File: config.mk
export PLATFORM = sky130hd
export DESIGN_NAME = card_dealer_flat
export DESIGN_NICKNAME = d
export VERILOG_FILES = /design/src/rtl/card_dealer_if.sv /design/src/rtl/card_dealer.sv /design/src/flat_wrapper.sv
export SDC_FILE = /design/constraint.sdc
export NUM_CORES = 1
export LEC_CHECK = 0
export CORE_UTILIZATION = 45
export CTS_CLUSTER_SIZE = 40
export DETAILED_ROUTE_END_ITERATION = 6
export GPL_ROUTABILITY_DRIVEN = 0
export PLACE_DENSITY_LB_ADDON = 0.3
export SLEW_MARGIN = 30
export SYNTH_ARGS = -nofsm -noshare
export SYNTH_HDL_FRONTEND = slang
export SYNTH_SLANG_ARGS = --single-unit
File: constraint.sdc
create_clock -name clk -period 2.3 [get_ports clk]
set_clock_uncertainty 0.2 [all_clocks]
set_input_delay 0.345 -clock clk [delete_from_list [all_inputs] [get_ports clk]]
set_output_delay 0.345 -clock clk [all_outputs]
set_load 0.02 [all_outputs]
File: src/rtl/card_dealer_if.sv
// rtl/card_dealer_if.sv - SM_if: the nine player hand slots published by card_dealer
interface SM_if;
  logic [3:0] player_card_values [0:8];

  modport out (output player_card_values);
  modport in  (input  player_card_values);
endinterface

File: src/rtl/card_dealer.sv
// rtl/card_dealer.sv - LFSR-driven card dealer into a 9-slot hand.
// Optional per-rank shoe tracking is enabled with `define DEALER_SHOE_TRACK_EN.
module card_dealer #(
  parameter logic [15:0] SEED = 16'hACE1
) (
  input  logic       clk,
  input  logic       rst,
  input  logic       deal_req,
  input  logic       new_round,
  input  logic       shuffle,
  output logic       deal_ack,
  output logic       deal_err,
  output logic [3:0] card_count,
  output logic       hand_full,
  SM_if.out          card_if
);

  localparam logic [0:0] S_IDLE = 1'b0;
  localparam logic [0:0] S_DRAW = 1'b1;

  logic [15:0] lfsr_q, lfsr_d;
  logic [0:0]  state_q, state_d;
  logic [3:0]  card_count_q, card_count_d;
  logic [3:0]  slot_q [0:8];
  logic [3:0]  slot_d [0:8];
  logic        ack_q, err_q;

  logic [3:0]  cand;
  logic        cand_in_range;
  logic        rank_avail;
  logic        shoe_empty;
  logic        accept;
  logic        start;
  logic        refuse;

  assign cand       = lfsr_q[3:0];
  assign hand_full  = (card_count_q == 4'd9);
  assign card_count = card_count_q;
  assign deal_ack   = ack_q;
  assign deal_err   = err_q;

  for (genvar g = 0; g < 9; g++) begin : g_slot_out
    assign card_if.player_card_values[g] = slot_q[g];
  end

`ifdef DEALER_SHOE_TRACK_EN
  logic [2:0] shoe_q [1:13];
  logic [2:0] shoe_d [1:13];

  // Shuffle refill wins over a same-cycle decrement.
  always_comb begin
    rank_avail = 1'b0;
    shoe_empty = 1'b1;
    for (int r = 1; r <= 13; r++) begin
      shoe_d[r] = shoe_q[r];
      if (shoe_q[r] != 3'd0) shoe_empty = 1'b0;
      if ((cand == 4'(r)) && (shoe_q[r] != 3'd0)) rank_avail = 1'b1;
      if (shuffle) begin
        shoe_d[r] = 3'd4;
      end else if (accept && (cand == 4'(r))) begin
        shoe_d[r] = shoe_q[r] - 3'd1;
      end
    end
  end

  always_ff @(posedge clk or posedge rst) begin
    if (rst) begin
      for (int r = 1; r <= 13; r++) shoe_q[r] <= 3'd4;
    end else begin
      for (int r = 1; r <= 13; r++) shoe_q[r] <= shoe_d[r];
    end
  end
`else
  logic unused_shuffle;
  assign unused_shuffle = shuffle;
  assign rank_avail     = 1'b1;
  assign shoe_empty     = 1'b0;
`endif

  // new_round overrides every other action in its cycle.
  always_comb begin
    lfsr_d        = {lfsr_q[0] ^ lfsr_q[2] ^ lfsr_q[3] ^ lfsr_q[5], lfsr_q[15:1]};
    cand_in_range = (cand >= 4'd1) && (cand <= 4'd13);
    accept        = (state_q == S_DRAW) && cand_in_range && rank_avail && !new_round;
    start         = (state_q == S_IDLE) && deal_req && !hand_full && !shoe_empty && !new_round;
    refuse        = (state_q == S_IDLE) && deal_req && (hand_full || shoe_empty) && !new_round;

    state_d = state_q;
    if (new_round)   state_d = S_IDLE;
    else if (start)  state_d = S_DRAW;
    else if (accept) state_d = S_IDLE;

    card_count_d = card_count_q;
    if (new_round)   card_count_d = 4'd0;
    else if (accept) card_count_d = card_count_q + 4'd1;

    for (int i = 0; i < 9; i++) begin
      slot_d[i] = slot_q[i];
      if (new_round) slot_d[i] = 4'd0;
      else if (accept && (card_count_q == 4'(i))) slot_d[i] = cand;
    end
  end

  always_ff @(posedge clk or posedge rst) begin
    if (rst) begin
      lfsr_q       <= SEED;
      state_q      <= S_IDLE;
      card_count_q <= 4'd0;
      ack_q        <= 1'b0;
      err_q        <= 1'b0;
      for (int i = 0; i < 9; i++) slot_q[i] <= 4'd0;
    end else begin
      lfsr_q       <= lfsr_d;
      state_q      <= state_d;
      card_count_q <= card_count_d;
      ack_q        <= accept;
      err_q        <= refuse;
      for (int i = 0; i < 9; i++) slot_q[i] <= slot_d[i];
    end
  end

endmodule

File: src/flat_wrapper.sv
// flat-port wrapper written by rule: the top's interface ports become plain ports
module card_dealer_flat 
#(
  parameter logic [15:0] SEED = 16'hACE1
)
  (clk, rst, deal_req, new_round, shuffle, deal_ack, deal_err, card_count, hand_full, card_if_player_card_values);
  SM_if card_if_i ();
  input  logic clk;
  input  logic rst;
  input  logic deal_req;
  input  logic new_round;
  input  logic shuffle;
  output logic deal_ack;
  output logic deal_err;
  output logic [3:0] card_count;
  output logic hand_full;
  output wire logic [$bits(card_if_i.player_card_values)-1:0] card_if_player_card_values;
  assign card_if_player_card_values = {>>{card_if_i.player_card_values}};
  card_dealer #(.SEED(SEED)) u_core (.clk(clk), .rst(rst), .deal_req(deal_req), .new_round(new_round), .shuffle(shuffle), .deal_ack(deal_ack), .deal_err(deal_err), .card_count(card_count), .hand_full(hand_full), .card_if(card_if_i));
endmodule
# After elaboration in Yosys (flattened, before gate mapping)
# Index checks and enable logic that the tools add are counted.
# W data, S select, Z words.
# totals
register_bits,59
latchBits,0
mem_bits_rw,0
rom_bits,0
out_inout_bits,43
elab_cells,84
memories,0
# classes
addsub,1
n_mul,0
div,0
magnitude_cmp,2
n_eq_ne,9
shifts,0
mux,23
bitwise_logic,4
reduce_logical,31
# ops
cell,n
$mux W4,20
$reduce_bool A2 Y1,10
$logic_and A1 B1 Y1,17
$eq A4 B3 Y1 const B,4
$eq A4 B2 Y1 const B,2
$eq A4 B4 Y1 const B,2
$add A4 B1 Y4 const B,1
$eq A4 B1 Y1 const B,1
$ge A4 B1 Y1 const B,1
$le A4 B4 Y1 const B,1
$logic_not A4 Y1,1
$mux W1,3
$reduce_bool A3 Y1,1
$xor A1 B1 Y1,3
$logic_not A1 Y1,2
$not A1 Y1,1

# Logic depth before layout (Yosys ltp)
# Gate-level depths: netlist (run 1).
# logic_depth
word_depth,7
mapped_depth,5

# Worst setup path before layout (run 1)
# OpenSTA, ideal clock, no wires.
# synth_timing
kind,reg2reg
start,reg u_core.lfsr_q[2]
end,reg u_core.card_count_q[0] (netlist: u_core.card_count[0])
setup_ns,0.125
t_arrival_ns,1.416
path_slack_ns,0.559
stages_incl_launch_ff,4
synth_period_minus_slack_ns,1.741
path_cell_list,dfrtp_1 -> or4_4 -> and3_4 -> mux2_4
# synth_between
elab_chain_len,5
# synth_rtl
element,line_no,text
from (decl),card_dealer.sv:21,"logic [15:0] lfsr_q, lfsr_d;"
from (signal assigned),card_dealer.sv:113,lfsr_q <= lfsr_d;
$ge A4 B1 Y1 / $le A4 B4 Y1 (equally long branches),card_dealer.sv:83,cand_in_range = (cand >= 4'd1) && (cand <= 4'd13);
$logic_and A1 B1 Y1 (*),card_dealer.sv:83,
$logic_and A1 B1 Y1 (*) (2 in series),card_dealer.sv:84,accept = (state_q == S_DRAW) && cand_in_range && rank_avail && !new_round;
$reduce_bool A2 Y1 (no source line) (*),-,
to (signal assigned),card_dealer.sv:115,card_count_q <= card_count_d;
to (decl),card_dealer.sv:23,"logic [3:0] card_count_q, card_count_d;"
# Mark *: on every way between the ends. The rest lies on a longest branch, timed or not.
# A chain may end at the register's enable or synchronous reset.

# Worst setup path after layout (run 1)
# layout_timing
start,reg u_core.card_count_q[1] (netlist: u_core.card_count[1])
end,out hand_full
# layout_between
elab_chain_len,1
# layout_rtl
element,line_no,text
$eq A4 B4 Y1,card_dealer.sv:37,assign hand_full = (card_count_q == 4'd9);
to (decl),flat_wrapper.sv:16,output logic hand_full;
# Every way passes these cells.

==> metrics.txt, run 1 <==
# TYPE chip_impl_metric gauge
chip_impl_info{name="run_status",value="finished, final reports clean"} 1
chip_impl_metric{name="post_synth_fa_ha_maj_area_fraction",unit="%"} 1.897
chip_impl_metric{name="report.final.setup_viol",unit=""} 0
chip_impl_metric{name="synth_enable_flop_cells",unit=""} 0
chip_impl_metric{name="floorplan.initialDensity",unit="%"} 47.34
chip_impl_metric{name="min_period_over_period",unit="%"} 93.05
chip_impl_metric{name="synth-compound-area-share",unit="%"} 1.375
chip_impl_metric{name="dpl_worst_slack",unit="ps"} 245.5
chip_impl_metric{name="detailedRoute.firstPassIterationCount",unit=""} 4
chip_impl_metric{name="postCtsSetupBuffers",unit=""} 0
chip_impl_metric{name="cell_internal_pwr",unit="mW"} 1.651
chip_impl_metric{name="seq_area",unit="sq um"} 1486
chip_impl_metric{name="post_cts.resized_instances",unit=""} 1
chip_impl_metric{name="worstPathRequired",unit="ps"} 1750
chip_impl_metric{name="antenna_left",unit=""} 0
chip_impl_metric{name="power.density_cell_area",unit="nW/um^2"} 613.3
chip_impl_metric{name="core_box_area",unit="sq um"} 5574
chip_impl_metric{name="p_sw_share",unit="%"} 20.80
chip_impl_metric{name="port-buffer-count",unit=""} 46
chip_impl_metric{name="static_leakage_power",unit="nW"} 1.603
chip_impl_info{name="r2r_end",value="u_core.card_count[0]"} 1
chip_impl_metric{name="vias",unit=""} 1641
chip_impl_metric{name="synth_area_per_cell",unit="sq um"} 13.19
chip_impl_metric{name="ys_warn_count",unit=""} 0
chip_impl_metric{name="synth_sequential_area_ratio",unit="%"} 56.33
chip_impl_info{name="critPathMostFrequentCell",value="sky130_fd_sc_hd__inv_1"} 1
chip_impl_metric{name="grt_start_max_net_pins",unit=""} 37
chip_impl_info{name="cpMaxStageDelayCell",value="sky130_fd_sc_hd__dfrtp_1"} 1
chip_impl_metric{name="chipWidth",unit="um"} 78.58
chip_impl_metric{name="irDropWorstVdd",unit="uV"} 388.3
chip_impl_info{name="worstSetupEndpointType",value="primary output"} 1
chip_impl_metric{name="clock_sink_count",unit=""} 59
chip_impl_metric{name="layout_min_cycle_time",unit="ps"} 2140
chip_impl_metric{name="fmax",unit="MHz"} 467.3
chip_impl_metric{name="switching_pwr",unit="mW"} 0.4337
chip_impl_metric{name="area_growth",unit="%"} 28.83
chip_impl_metric{name="cap_violations",unit=""} 0
chip_impl_info{name="timing.rr.start",value="u_core.lfsr_q[2]"} 1
chip_impl_metric{name="clock_insertion_delay_worst_skew",unit="ps"} 340
chip_impl_metric{name="post_synth_xor_area_fraction",unit="%"} 0.9957
chip_impl_info{name="criticalPathCategory",value="flip-flop to primary output"} 1
chip_impl_metric{name="p_comb_share",unit="%"} 2.8
chip_impl_info{name="synth_flop_cell",value="sky130_fd_sc_hd__dfrtp_1"} 1
chip_impl_info{name="crit_path_cell_trace",value="inv_1 -> ha_1 -> nand3b_1 -> inv_1 -> dlygate4sd2_1"} 1
chip_impl_info{name="layout_common_cells",value="sky130_fd_sc_hd__dfrtp_1, sky130_fd_sc_hd__clkdlybuf4s50_1, sky130_fd_sc_hd__nand2b_1"} 1
chip_impl_info{name="mostFrequentLayoutCell",value="sky130_fd_sc_hd__dfrtp_1"} 1
chip_impl_metric{name="slew_headroom",unit="%"} 64.28
chip_impl_metric{name="ioPinCount",unit=""} 48
chip_impl_info{name="cts_tree",value="built"} 1
chip_impl_metric{name="regToRegSetupSlack",unit="ps"} 300
chip_impl_metric{name="cts.path.max_buffers",unit=""} 2
chip_impl_metric{name="rows",unit=""} 27
chip_impl_metric{name="net_count_after_synthesis",unit=""} 209
chip_impl_metric{name="synth_async_sr_flop_share",unit="%"} 100.0
chip_impl_metric{name="slowest_delay",unit="ps"} 430
chip_impl_metric{name="relative_contribution_of_the_clock_network_to_total_power",unit="%"} 47.2
chip_impl_metric{name="number_of_buffers_inserted_during_clock_tree_synthesis",unit=""} 9
chip_impl_metric{name="synthCells",unit=""} 200
chip_impl_metric{name="finish.utilization",unit="%"} 60.99
chip_impl_info{name="synth_top_family_by_area",value="simple AND/OR/NAND/NOR gates"} 1
chip_impl_metric{name="globalRouteOverflowTotal",unit=""} 0
chip_impl_info{name="critPathLaunch",value="u_core.card_count[1]"} 1
chip_impl_info{name="start_kind",value="flip-flop"} 1
chip_impl_info{name="endpoint",value="hand_full"} 1
chip_impl_metric{name="routed_wl",unit="um"} 4994
chip_impl_metric{name="grt_pass1_wl",unit="um"} 8404
chip_impl_metric{name="antenna_found_initial",unit=""} 0
chip_impl_metric{name="drc_errors",unit=""} 0
chip_impl_metric{name="hold_violations",unit=""} 0
chip_impl_metric{name="drive_gt1_share",unit="%"} 16.80
chip_impl_metric{name="nFillCells",unit=""} 458
chip_impl_metric{name="worstMarginPinSlew",unit="ps"} 533.9
chip_impl_metric{name="total_die_area",unit="sq um"} 6174
chip_impl_metric{name="drt_first_iter_violations",unit=""} 84
chip_impl_metric{name="holdBufCountCts",unit=""} 0
chip_impl_info{name="grt_setup_unrepaired",value="false"} 1
chip_impl_metric{name="power.share.sequential",unit="%"} 50.0
chip_impl_metric{name="netlist_area",unit="sq um"} 2639
chip_impl_metric{name="final_nets",unit=""} 260
chip_impl_metric{name="worstRegToRegCells",unit=""} 3
chip_impl_metric{name="post_synthesis_mux_area_share",unit="%"} 14.65
chip_impl_metric{name="dpl.hpwl",unit="um"} 3277
chip_impl_metric{name="die-height",unit="um"} 78.58
chip_impl_metric{name="yosys.area_share.simple",unit="%"} 22.00
chip_impl_metric{name="cts.reportedPaths.clkPinSlew",unit="ps"} 60
chip_impl_metric{name="synth.lib_cells_used.distinct",unit=""} 38
chip_impl_metric{name="yosys_register_bits",unit=""} 59
chip_impl_metric{name="global_route.usage.total",unit="%"} 18.60
chip_impl_metric{name="area_of_combinational_cells_with_multiple_inputs",unit="sq um"} 1080
chip_impl_metric{name="drt-vias-per-instance",unit=""} 5.003
chip_impl_info{name="hold_path_class",value="primary input to async pin"} 1
chip_impl_metric{name="critical_path_peak_fanout",unit=""} 5
chip_impl_info{name="clock_tree.root_cell",value="sky130_fd_sc_hd__clkbuf_8"} 1
chip_impl_metric{name="slew_violations",unit=""} 0
chip_impl_metric{name="setup-tns-final",unit="ps"} 0
chip_impl_metric{name="via_count_of_the_first_global_routing_pass",unit=""} 1650
chip_impl_metric{name="timing.critical_path.arrival",unit="ps"} 1600
chip_impl_metric{name="layout_setup_ws",unit="ps"} 159.9
chip_impl_metric{name="wl_per_cell",unit="um"} 15.23
chip_impl_metric{name="antennaDiodeCount",unit=""} 0
chip_impl_metric{name="clock_tree.htree_level_count",unit=""} 3
power by group through the flow:
stage	sequential, mW	clock [mW]	combinational (mW)
after floorplan	1.06	0	0.0399
after global placement	1.06	0	0.0596
after detailed placement	1.06	0	0.0600
after CTS	1.04	1.00	0.0600
after global routing	1.04	1.05	0.0658
final	1.04	0.984	0.0576
state kept, by name, indices dropped and copies added, names as in the netlist:
register	flops
u_core.card_if.player_card_values	36
u_core.lfsr_q	16
u_core.card_count	4
u_core.deal_ack	1
u_core.deal_err	1
u_core.state_q	1
cells in the mapped netlist (2+ instances only):
cell type | number | area [sq um]
sky130_fd_sc_hd__nand4_1 | 2 | 12.51
sky130_fd_sc_hd__nor2b_1 | 3 | 18.77
sky130_fd_sc_hd__nor2_1 | 5 | 18.77
sky130_fd_sc_hd__mux2i_1 | 36 | 360.4
sky130_fd_sc_hd__ha_1 | 4 | 50.05
sky130_fd_sc_hd__clkbuf_1 | 6 | 22.52
sky130_fd_sc_hd__dfstp_2 | 8 | 210.2
sky130_fd_sc_hd__buf_1 | 4 | 15.01
sky130_fd_sc_hd__nor3_1 | 2 | 10.01
sky130_fd_sc_hd__nand3_2 | 2 | 20.02
sky130_fd_sc_hd__nand4_4 | 6 | 127.6
sky130_fd_sc_hd__inv_1 | 5 | 18.77
sky130_fd_sc_hd__xnor2_1 | 2 | 17.52
sky130_fd_sc_hd__nand2b_1 | 39 | 244.0
sky130_fd_sc_hd__and2_1 | 3 | 18.77
sky130_fd_sc_hd__dfrtp_1 | 51 | 1276
metal layers:
| metal | vias up | track usage (%) | wire, um |
|---|---|---|---|
| li1 | 788 | - | - |
| met1 | 806 | 24.62 | 2385 |
| met2 | 33 | 27.57 | 2281 |
| met3 | 14 | 4.419 | 174 |
| met4 | 0 | 11.30 | 153 |
| met5 | - | 0 | 0 |
stage by stage:
stage               total power, mW  std cells  area (sq um)  hold WS (ps)
floorplan                     1.099        200          2639         131.2
global placement              1.121        312          3193         134.9
detailed placement            1.121        312          3193         139.4
CTS                           2.105        328          3400         35.03
global route                  2.155        328          3400         55.59
finish                        2.085        328          3400         36.01
worst max-delay path: cells and delay by family (launching register included):
| family | cells | cell delay (ps) |
|---|---|---|
| flip-flops | 1 | 430 |
| buffers and inverters | 3 | 510 |
| adder cells (fa/ha/maj) | 1 | 190 |
| AND/OR/NAND/NOR | 1 | 120 |
worst min path at each step:
stage	start	to	slack, ps	depth (start not counted)
floorplan	u_core.lfsr_q[4]	u_core.lfsr_q[3]	130	0
global route	rst	u_core.lfsr_q[12]	60	2
CTS	rst	u_core.lfsr_q[9]	40	2
finish	rst	u_core.lfsr_q[12]	40	2
global placement	u_core.lfsr_q[4]	u_core.lfsr_q[3]	130	0
detailed placement	u_core.lfsr_q[8]	u_core.lfsr_q[7]	140	0
area by class of cell:
type	instances	share of cell area [%]
flip-flops and latches	59	43.72
multi-input cells	124	31.76
repair buffers	52	15.20
clock buffers	14	5.079
well taps	72	2.650
clock inverters	2	1.031
inverters	5	0.5521
kinds of logic (layout without fill, tap and decap cells):
logic type,Yosys count,in the layout
and+or+nand+nor,75,75
DFF,59,59
AOI/OAI and AO/OA,4,4
xor gates and xnor gates,3,3
muxes,38,38
adders and majority gates,4,4
buffers and inverters,17,73
No activity file was read; power rests on OpenSTA's default activity.
==> run 2, diff against run 1 <==
Settings changed: GPL_TIMING_DRIVEN set to 0, PLACE_DENSITY set to 0.7, PLACE_DENSITY_LB_ADDON 0.3 to not set.
==> run 2 against run 1 <==
Core utilization grew 0.16 points. Routed wire length grew 1.2%. Die area is the same. Clock power shrank 5.6%. Register-to-register slack gained 170 ps. Highest routed layer unchanged. Flip-flop and latch count is the same. Via count shrank 0.49%. Sequential power is essentially flat. Critical path type unchanged. Combinational power grew 7.6%. Global-route usage shrank 0.22 points.
==> metrics.txt, run 2 (same netlist as run 1, synthesis figures left out) <==
# TYPE chip_impl_metric gauge
chip_impl_metric{name="grt_pass1_wl",unit="um"} 8280
chip_impl_info{name="clock_tree.root_cell",value="sky130_fd_sc_hd__clkbuf_8"} 1
chip_impl_metric{name="fmax",unit="MHz"} 471.9
chip_impl_metric{name="detailedRoute.firstPassIterationCount",unit=""} 4
chip_impl_metric{name="antenna_found_initial",unit=""} 0
chip_impl_metric{name="placed_area",unit="sq um"} 3212
chip_impl_metric{name="slew_headroom",unit="%"} 62.21
chip_impl_info{name="criticalPathCategory",value="flip-flop to primary output"} 1
chip_impl_metric{name="antenna_left",unit=""} 0
chip_impl_metric{name="critical_path_peak_fanout",unit=""} 5
chip_impl_metric{name="total_die_area",unit="sq um"} 6174
chip_impl_metric{name="layout_setup_ws",unit="ps"} 180.9
chip_impl_metric{name="dpl.hpwl",unit="um"} 3434
chip_impl_metric{name="postCtsSetupBuffers",unit=""} 0
chip_impl_metric{name="via_count_of_the_first_global_routing_pass",unit=""} 1673
chip_impl_metric{name="chipWidth",unit="um"} 78.58
chip_impl_info{name="start_kind",value="flip-flop"} 1
chip_impl_metric{name="cts.path.max_buffers",unit=""} 2
chip_impl_info{name="mostFrequentLayoutCell",value="sky130_fd_sc_hd__dfrtp_1"} 1
chip_impl_info{name="grt_setup_unrepaired",value="false"} 1
chip_impl_metric{name="clock_sink_count",unit=""} 59
chip_impl_info{name="run_status",value="finished, final reports clean"} 1
chip_impl_metric{name="drc_errors",unit=""} 0
chip_impl_metric{name="globalRouteOverflowTotal",unit=""} 0
chip_impl_metric{name="setup-tns-final",unit="ps"} 0
chip_impl_metric{name="final_nets",unit=""} 267
chip_impl_metric{name="largest_register_ffs",unit=""} 36
chip_impl_metric{name="min_period_over_period",unit="%"} 92.13
chip_impl_metric{name="drt_first_iter_violations",unit=""} 109
chip_impl_metric{name="area_growth",unit="%"} 29.16
chip_impl_metric{name="floorplan.initialDensity",unit="%"} 47.34
chip_impl_metric{name="power.density_cell_area",unit="nW/um^2"} 596.2
chip_impl_metric{name="finish.cell_count_without_fillers",unit=""} 335
chip_impl_metric{name="rows",unit=""} 27
chip_impl_metric{name="clock_insertion_delay_worst_skew",unit="ps"} 330
chip_impl_metric{name="core_box_area",unit="sq um"} 5574
chip_impl_metric{name="cap_violations",unit=""} 0
chip_impl_metric{name="grt_start_max_net_pins",unit=""} 38
chip_impl_info{name="layout_common_cells",value="sky130_fd_sc_hd__dfrtp_1, sky130_fd_sc_hd__clkdlybuf4s50_1, sky130_fd_sc_hd__nand2b_1"} 1
chip_impl_metric{name="final_design_area_no_fill",unit="sq um"} 3408
chip_impl_metric{name="hold_violations",unit=""} 0
chip_impl_metric{name="wl_per_cell",unit="um"} 15.09
chip_impl_metric{name="clock_tree.htree_level_count",unit=""} 3
chip_impl_info{name="cts_tree",value="built"} 1
chip_impl_metric{name="routed_wl",unit="um"} 5055
chip_impl_metric{name="worstRegToRegCells",unit=""} 4
chip_impl_metric{name="drt-vias-per-instance",unit=""} 4.875
chip_impl_metric{name="irDropWorstVdd",unit="uV"} 425.2
chip_impl_metric{name="static_leakage_power",unit="nW"} 1.593
chip_impl_metric{name="layout_min_cycle_time",unit="ps"} 2119
chip_impl_metric{name="port-buffer-count",unit=""} 46
chip_impl_metric{name="cts.reportedPaths.clkPinSlew",unit="ps"} 60
chip_impl_metric{name="regToRegSetupSlack",unit="ps"} 470
chip_impl_metric{name="worstPathRequired",unit="ps"} 1750
chip_impl_info{name="worstSetupEndpointType",value="primary output"} 1
chip_impl_metric{name="dp.cells",unit=""} 319
chip_impl_metric{name="report.final.setup_viol",unit=""} 0
chip_impl_metric{name="slew_violations",unit=""} 0
chip_impl_metric{name="number_of_buffers_inserted_during_clock_tree_synthesis",unit=""} 9
chip_impl_metric{name="nFillCells",unit=""} 464
chip_impl_metric{name="die-height",unit="um"} 78.58
chip_impl_metric{name="drive_gt1_share",unit="%"} 14.83
chip_impl_info{name="timing.rr.start",value="u_core.lfsr_q[2]"} 1
chip_impl_metric{name="vias",unit=""} 1633
chip_impl_metric{name="antennaDiodeCount",unit=""} 0
chip_impl_metric{name="ioPinCount",unit=""} 48
chip_impl_metric{name="timing.critical_path.arrival",unit="ps"} 1570
chip_impl_metric{name="global_route.usage.total",unit="%"} 18.38
chip_impl_metric{name="dpl_worst_slack",unit="ps"} -132.5
chip_impl_info{name="hold_path_class",value="primary input to async pin"} 1
chip_impl_metric{name="total_power",unit="mW"} 2.032
chip_impl_metric{name="worstMarginPinSlew",unit="ps"} 566.9
chip_impl_info{name="r2r_end",value="u_core.card_if.player_card_values[31]"} 1
-- run 2: changes by cell type in the layout (fill, tap and decap cells not counted) --
| cell | delta |
|---|---|
| sky130_fd_sc_hd__clkbuf_1 | +7 |
| sky130_fd_sc_hd__buf_4 | -5 |
| sky130_fd_sc_hd__buf_1 | +4 |
| sky130_fd_sc_hd__buf_2 | +1 |
| sky130_fd_sc_hd__buf_6 | +1 |
| sky130_fd_sc_hd__clkbuf_8 | -1 |
| sky130_fd_sc_hd__inv_2 | -1 |
| sky130_fd_sc_hd__inv_4 | +1 |
-- run 2: final cells by class --
cell class	instances	area [sq um]	area share [%]
Inverter	5	21.27	0.6241
Clock inverter	2	35.03	1.028
Clock buffer	14	162.7	4.772
Buffer	12	53.80	1.579
Multi-Input combinational cell	124	1080	31.68
Timing Repair Buffer	47	479.2	14.06
Tap cell	72	90.09	2.643
Sequential cell	59	1486	43.61
-- run 2: report_power, final --
part | internal, mW | switching, mW
registers | 1.04 | 0.000701
logic | 0.0226 | 0.0394
clock network | 0.559 | 0.370
-- run 2: how the worst max path moves through the flow --
stage,endpoint,startpoint,slack (ps)
final,hand_full,u_core.card_count[1],180
after global routing,u_core.card_if.player_card_values[21],new_round,70
after CTS,hand_full,u_core.card_count[1],160
after detailed placement,u_core.card_if.player_card_values[8],new_round,-130
after global placement,u_core.card_if.player_card_values[20],rst,-680
after floorplan,u_core.card_count[0],rst,310
-- run 2: metal layers --
| layer | track usage, % | vias to the layer above | share of wire (%) |
|---|---|---|---|
| li1 | - | 791 | - |
| met1 | 25.38 | 803 | 50 |
| met2 | 26.78 | 31 | 45 |
| met3 | 3.256 | 8 | 2.9 |
| met4 | 11.30 | 0 | 2.0 |
| met5 | 0 | - | 0 |
-- run 2: critical path: stages (launching register included) --
cell                            delay (ps)
sky130_fd_sc_hd__dfrtp_1               430
sky130_fd_sc_hd__inv_1                 120
sky130_fd_sc_hd__ha_1                  180
sky130_fd_sc_hd__nand3b_1              120
sky130_fd_sc_hd__inv_1                  70
sky130_fd_sc_hd__dlygate4sd2_1         320
-- run 2: through the flow --
step           utilization, %  hold WS, ps
2_1_floorplan               -        131.2
3_3_place_gp            57.22        135.6
3_5_place_dp            57.62        140.7
4_1_cts                 61.14        115.6
5_1_grt                 61.14        142.0
6_report                61.14        122.1
-- run 2: what timing repair did --
item                                    in CTS  in global routing
endpoints found under the setup margin       1                  0
hold buffers                                 0                  0
gates resized for setup                      1                  0
==> run 3, diff against run 2 <==
Settings changed: CORE_MARGIN set to 1, CTS_BUF_LIST set to sky130_fd_sc_hd__clkbuf_8.
==> run 3 against run 2 <==
Via count stayed put. Total power down 0.59%. Core utilization unchanged. Clock-buffer cell count shrank 3. Register-to-register slack hardly changed. Worst setup slack barely moved. Flip-flop and latch count unchanged. Critical path type unchanged. Critical endpoint unchanged.
==> metrics.txt, run 3 (same netlist as run 1, synthesis figures left out) <==
# TYPE chip_impl_metric gauge
chip_impl_metric{name="fin_hold_ws",unit="ps"} 122.0
chip_impl_metric{name="antenna_left",unit=""} 0
chip_impl_metric{name="clock_sink_count",unit=""} 59
chip_impl_metric{name="timing.critical_path.arrival",unit="ps"} 1570
chip_impl_metric{name="largest_register_ffs",unit=""} 36
chip_impl_metric{name="clock_insertion_delay_worst_skew",unit="ps"} 330
chip_impl_metric{name="finish.cell_count_without_fillers",unit=""} 335
chip_impl_metric{name="static_leakage_power",unit="nW"} 1.606
chip_impl_metric{name="drive_gt1_share",unit="%"} 14.83
chip_impl_metric{name="die-height",unit="um"} 78.58
chip_impl_metric{name="routed_wl",unit="um"} 5067
chip_impl_metric{name="dp.cells",unit=""} 319
chip_impl_metric{name="finish.utilization",unit="%"} 61.14
chip_impl_metric{name="cts.path.max_buffers",unit=""} 2
chip_impl_info{name="cpMaxStageDelayCell",value="sky130_fd_sc_hd__dfrtp_1"} 1
chip_impl_metric{name="global_route.usage.total",unit="%"} 18.38
chip_impl_info{name="run_status",value="finished, final reports clean"} 1
chip_impl_metric{name="number_of_buffers_inserted_during_clock_tree_synthesis",unit=""} 9
chip_impl_metric{name="antenna_found_initial",unit=""} 0
chip_impl_metric{name="nFillCells",unit=""} 464
chip_impl_metric{name="layout_setup_ws",unit="ps"} 180.8
chip_impl_info{name="criticalPathCategory",value="flip-flop to primary output"} 1
chip_impl_metric{name="antennaDiodeCount",unit=""} 0
chip_impl_info{name="clock_tree.root_cell",value="sky130_fd_sc_hd__clkbuf_8"} 1
chip_impl_info{name="worstSetupEndpointType",value="primary output"} 1
chip_impl_metric{name="grt_pass1_wl",unit="um"} 8280
chip_impl_metric{name="slew_headroom",unit="%"} 62.33
chip_impl_metric{name="cts.reportedPaths.clkPinSlew",unit="ps"} 60
chip_impl_metric{name="port-buffer-count",unit=""} 46
chip_impl_metric{name="slowest_delay",unit="ps"} 430
chip_impl_metric{name="min_period_over_period",unit="%"} 92.14
chip_impl_info{name="start_kind",value="flip-flop"} 1
chip_impl_info{name="cts_tree",value="built"} 1
chip_impl_metric{name="report.final.setup_viol",unit=""} 0
chip_impl_metric{name="ioPinCount",unit=""} 48
chip_impl_metric{name="fmax",unit="MHz"} 471.9
chip_impl_metric{name="critical_path_peak_fanout",unit=""} 5
chip_impl_metric{name="power.density_cell_area",unit="nW/um^2"} 592.6
chip_impl_metric{name="grt_start_max_net_pins",unit=""} 38
chip_impl_metric{name="hold_violations",unit=""} 0
chip_impl_metric{name="worstMarginPinSlew",unit="ps"} 565.0
chip_impl_metric{name="drc_errors",unit=""} 0
chip_impl_metric{name="drt-vias-per-instance",unit=""} 4.875
chip_impl_metric{name="wl_per_cell",unit="um"} 15.13
chip_impl_metric{name="holdBufCountCts",unit=""} 0
chip_impl_metric{name="vias",unit=""} 1633
chip_impl_metric{name="chipWidth",unit="um"} 78.58
chip_impl_metric{name="core_box_area",unit="sq um"} 5574
chip_impl_metric{name="layout_min_cycle_time",unit="ps"} 2119
chip_impl_metric{name="total_die_area",unit="sq um"} 6174
chip_impl_metric{name="dpl_worst_slack",unit="ps"} -132.5
chip_impl_metric{name="routed-wl-met2",unit="um"} 2282
chip_impl_metric{name="globalRouteOverflowTotal",unit=""} 0
chip_impl_metric{name="via_count_of_the_first_global_routing_pass",unit=""} 1673
chip_impl_info{name="critPathMostFrequentCell",value="sky130_fd_sc_hd__inv_1"} 1
chip_impl_metric{name="met3_length",unit="um"} 147
chip_impl_metric{name="area_growth",unit="%"} 29.16
chip_impl_metric{name="drt_first_iter_violations",unit=""} 111
chip_impl_info{name="layout_common_cells",value="sky130_fd_sc_hd__dfrtp_1, sky130_fd_sc_hd__clkdlybuf4s50_1, sky130_fd_sc_hd__nand2b_1"} 1
chip_impl_metric{name="postCtsSetupBuffers",unit=""} 0
chip_impl_info{name="dr.max_layer_used",value="met4"} 1
chip_impl_metric{name="irDropWorstVdd",unit="uV"} 425.3
chip_impl_metric{name="cap_violations",unit=""} 0
chip_impl_metric{name="clock_tree.htree_level_count",unit=""} 3
chip_impl_metric{name="slew_violations",unit=""} 0
chip_impl_metric{name="rows",unit=""} 27
chip_impl_metric{name="total_power",unit="mW"} 2.020
chip_impl_metric{name="worstPathRequired",unit="ps"} 1750
chip_impl_metric{name="final_nets",unit=""} 267
chip_impl_metric{name="detailedRoute.firstPassIterationCount",unit=""} 4
chip_impl_metric{name="dpl.hpwl",unit="um"} 3434
chip_impl_info{name="hold_path_class",value="primary input to async pin"} 1
chip_impl_metric{name="floorplan.initialDensity",unit="%"} 47.34
chip_impl_info{name="crit_path_cell_trace",value="inv_1 -> ha_1 -> nand3b_1 -> inv_1 -> dlygate4sd2_1"} 1
chip_impl_info{name="mostFrequentLayoutCell",value="sky130_fd_sc_hd__dfrtp_1"} 1
chip_impl_metric{name="drt-met1-wl",unit="um"} 2537
chip_impl_info{name="grt_setup_unrepaired",value="false"} 1
==> run 3: cell count changes in the layout (fill, tap and decap cells not counted) <==
cell | before | now
sky130_fd_sc_hd__clkbuf_1 | 9 | 6
sky130_fd_sc_hd__inv_1 | 4 | 7
==> run 3: worst max-delay path: cells and delay by family (launching register included) <==
family | cells | cell delay, ps
flops | 1 | 430
simple gates | 1 | 120
fa+ha+maj | 1 | 180
buf+inv | 3 | 510
==> run 3: layer usage <==
| layer | vias to the layer above | global-route usage (%) |
|---|---|---|
| met5 | - | 0 |
| met3 | 8 | 3.256 |
| met2 | 31 | 26.78 |
| li1 | 792 | - |
| met4 | 0 | 11.30 |
| met1 | 802 | 25.38 |
==> run 3: timing repair <==
| action | CTS | global route |
|---|---|---|
| hold endpoints to repair | 0 | 0 |
| gates resized for setup | 1 | 0 |
| setup endpoints to repair | 1 | 0 |
==> run 3: path summary, 6_finish.rpt <==
kind                       slack, ps                 start  depth (start not counted)                                     to
min                              120                   rst                          2                      u_core.lfsr_q[12]
min in group clk                 150      u_core.lfsr_q[9]                          0                       u_core.lfsr_q[8]
max reg2reg                      460      u_core.lfsr_q[2]                          4  u_core.card_if.player_card_values[31]
max in group asynchronous       1250                   rst                          3                       u_core.lfsr_q[0]
max                              180  u_core.card_count[1]                          5                              hand_full
min reg2reg                      150      u_core.lfsr_q[9]                          0                       u_core.lfsr_q[8]
==> run 3: where the power goes <==
| group | switching (mW) | internal (mW) | total (mW) | leakage, nW |
|---|---|---|---|---|
| clock | 0.371 | 0.546 | 0.917 | 0.113 |
| combinational | 0.0394 | 0.0226 | 0.0620 | 0.699 |
| sequential | 0.000701 | 1.04 | 1.04 | 0.794 |
| total | 0.412 | 1.61 | 2.02 | 1.61 |
==> run 3: layout make-up <==
cell class | instances | area [sq um] | share of cell area, %
Buffer | 12 | 53.80 | 1.579
Multi-Input combinational cell | 124 | 1080 | 31.68
Inverter | 5 | 21.27 | 0.6241
Tap cell | 72 | 90.09 | 2.643
Clock buffer | 11 | 151.4 | 4.442
Timing Repair Buffer | 47 | 479.2 | 14.06
Clock inverter | 5 | 46.29 | 1.358
Sequential cell | 59 | 1486 | 43.61
==> run 3: stage by stage <==
| step | area [sq um] | TNS [ps] |
|---|---|---|
| 2_1_floorplan | 2639 | 0 |
| 3_3_place_gp | 3189 | -37320 |
| 3_5_place_dp | 3212 | -2302 |
| 4_1_cts | 3408 | 0 |
| 5_1_grt | 3408 | 0 |
| 6_report | 3408 | 0 |
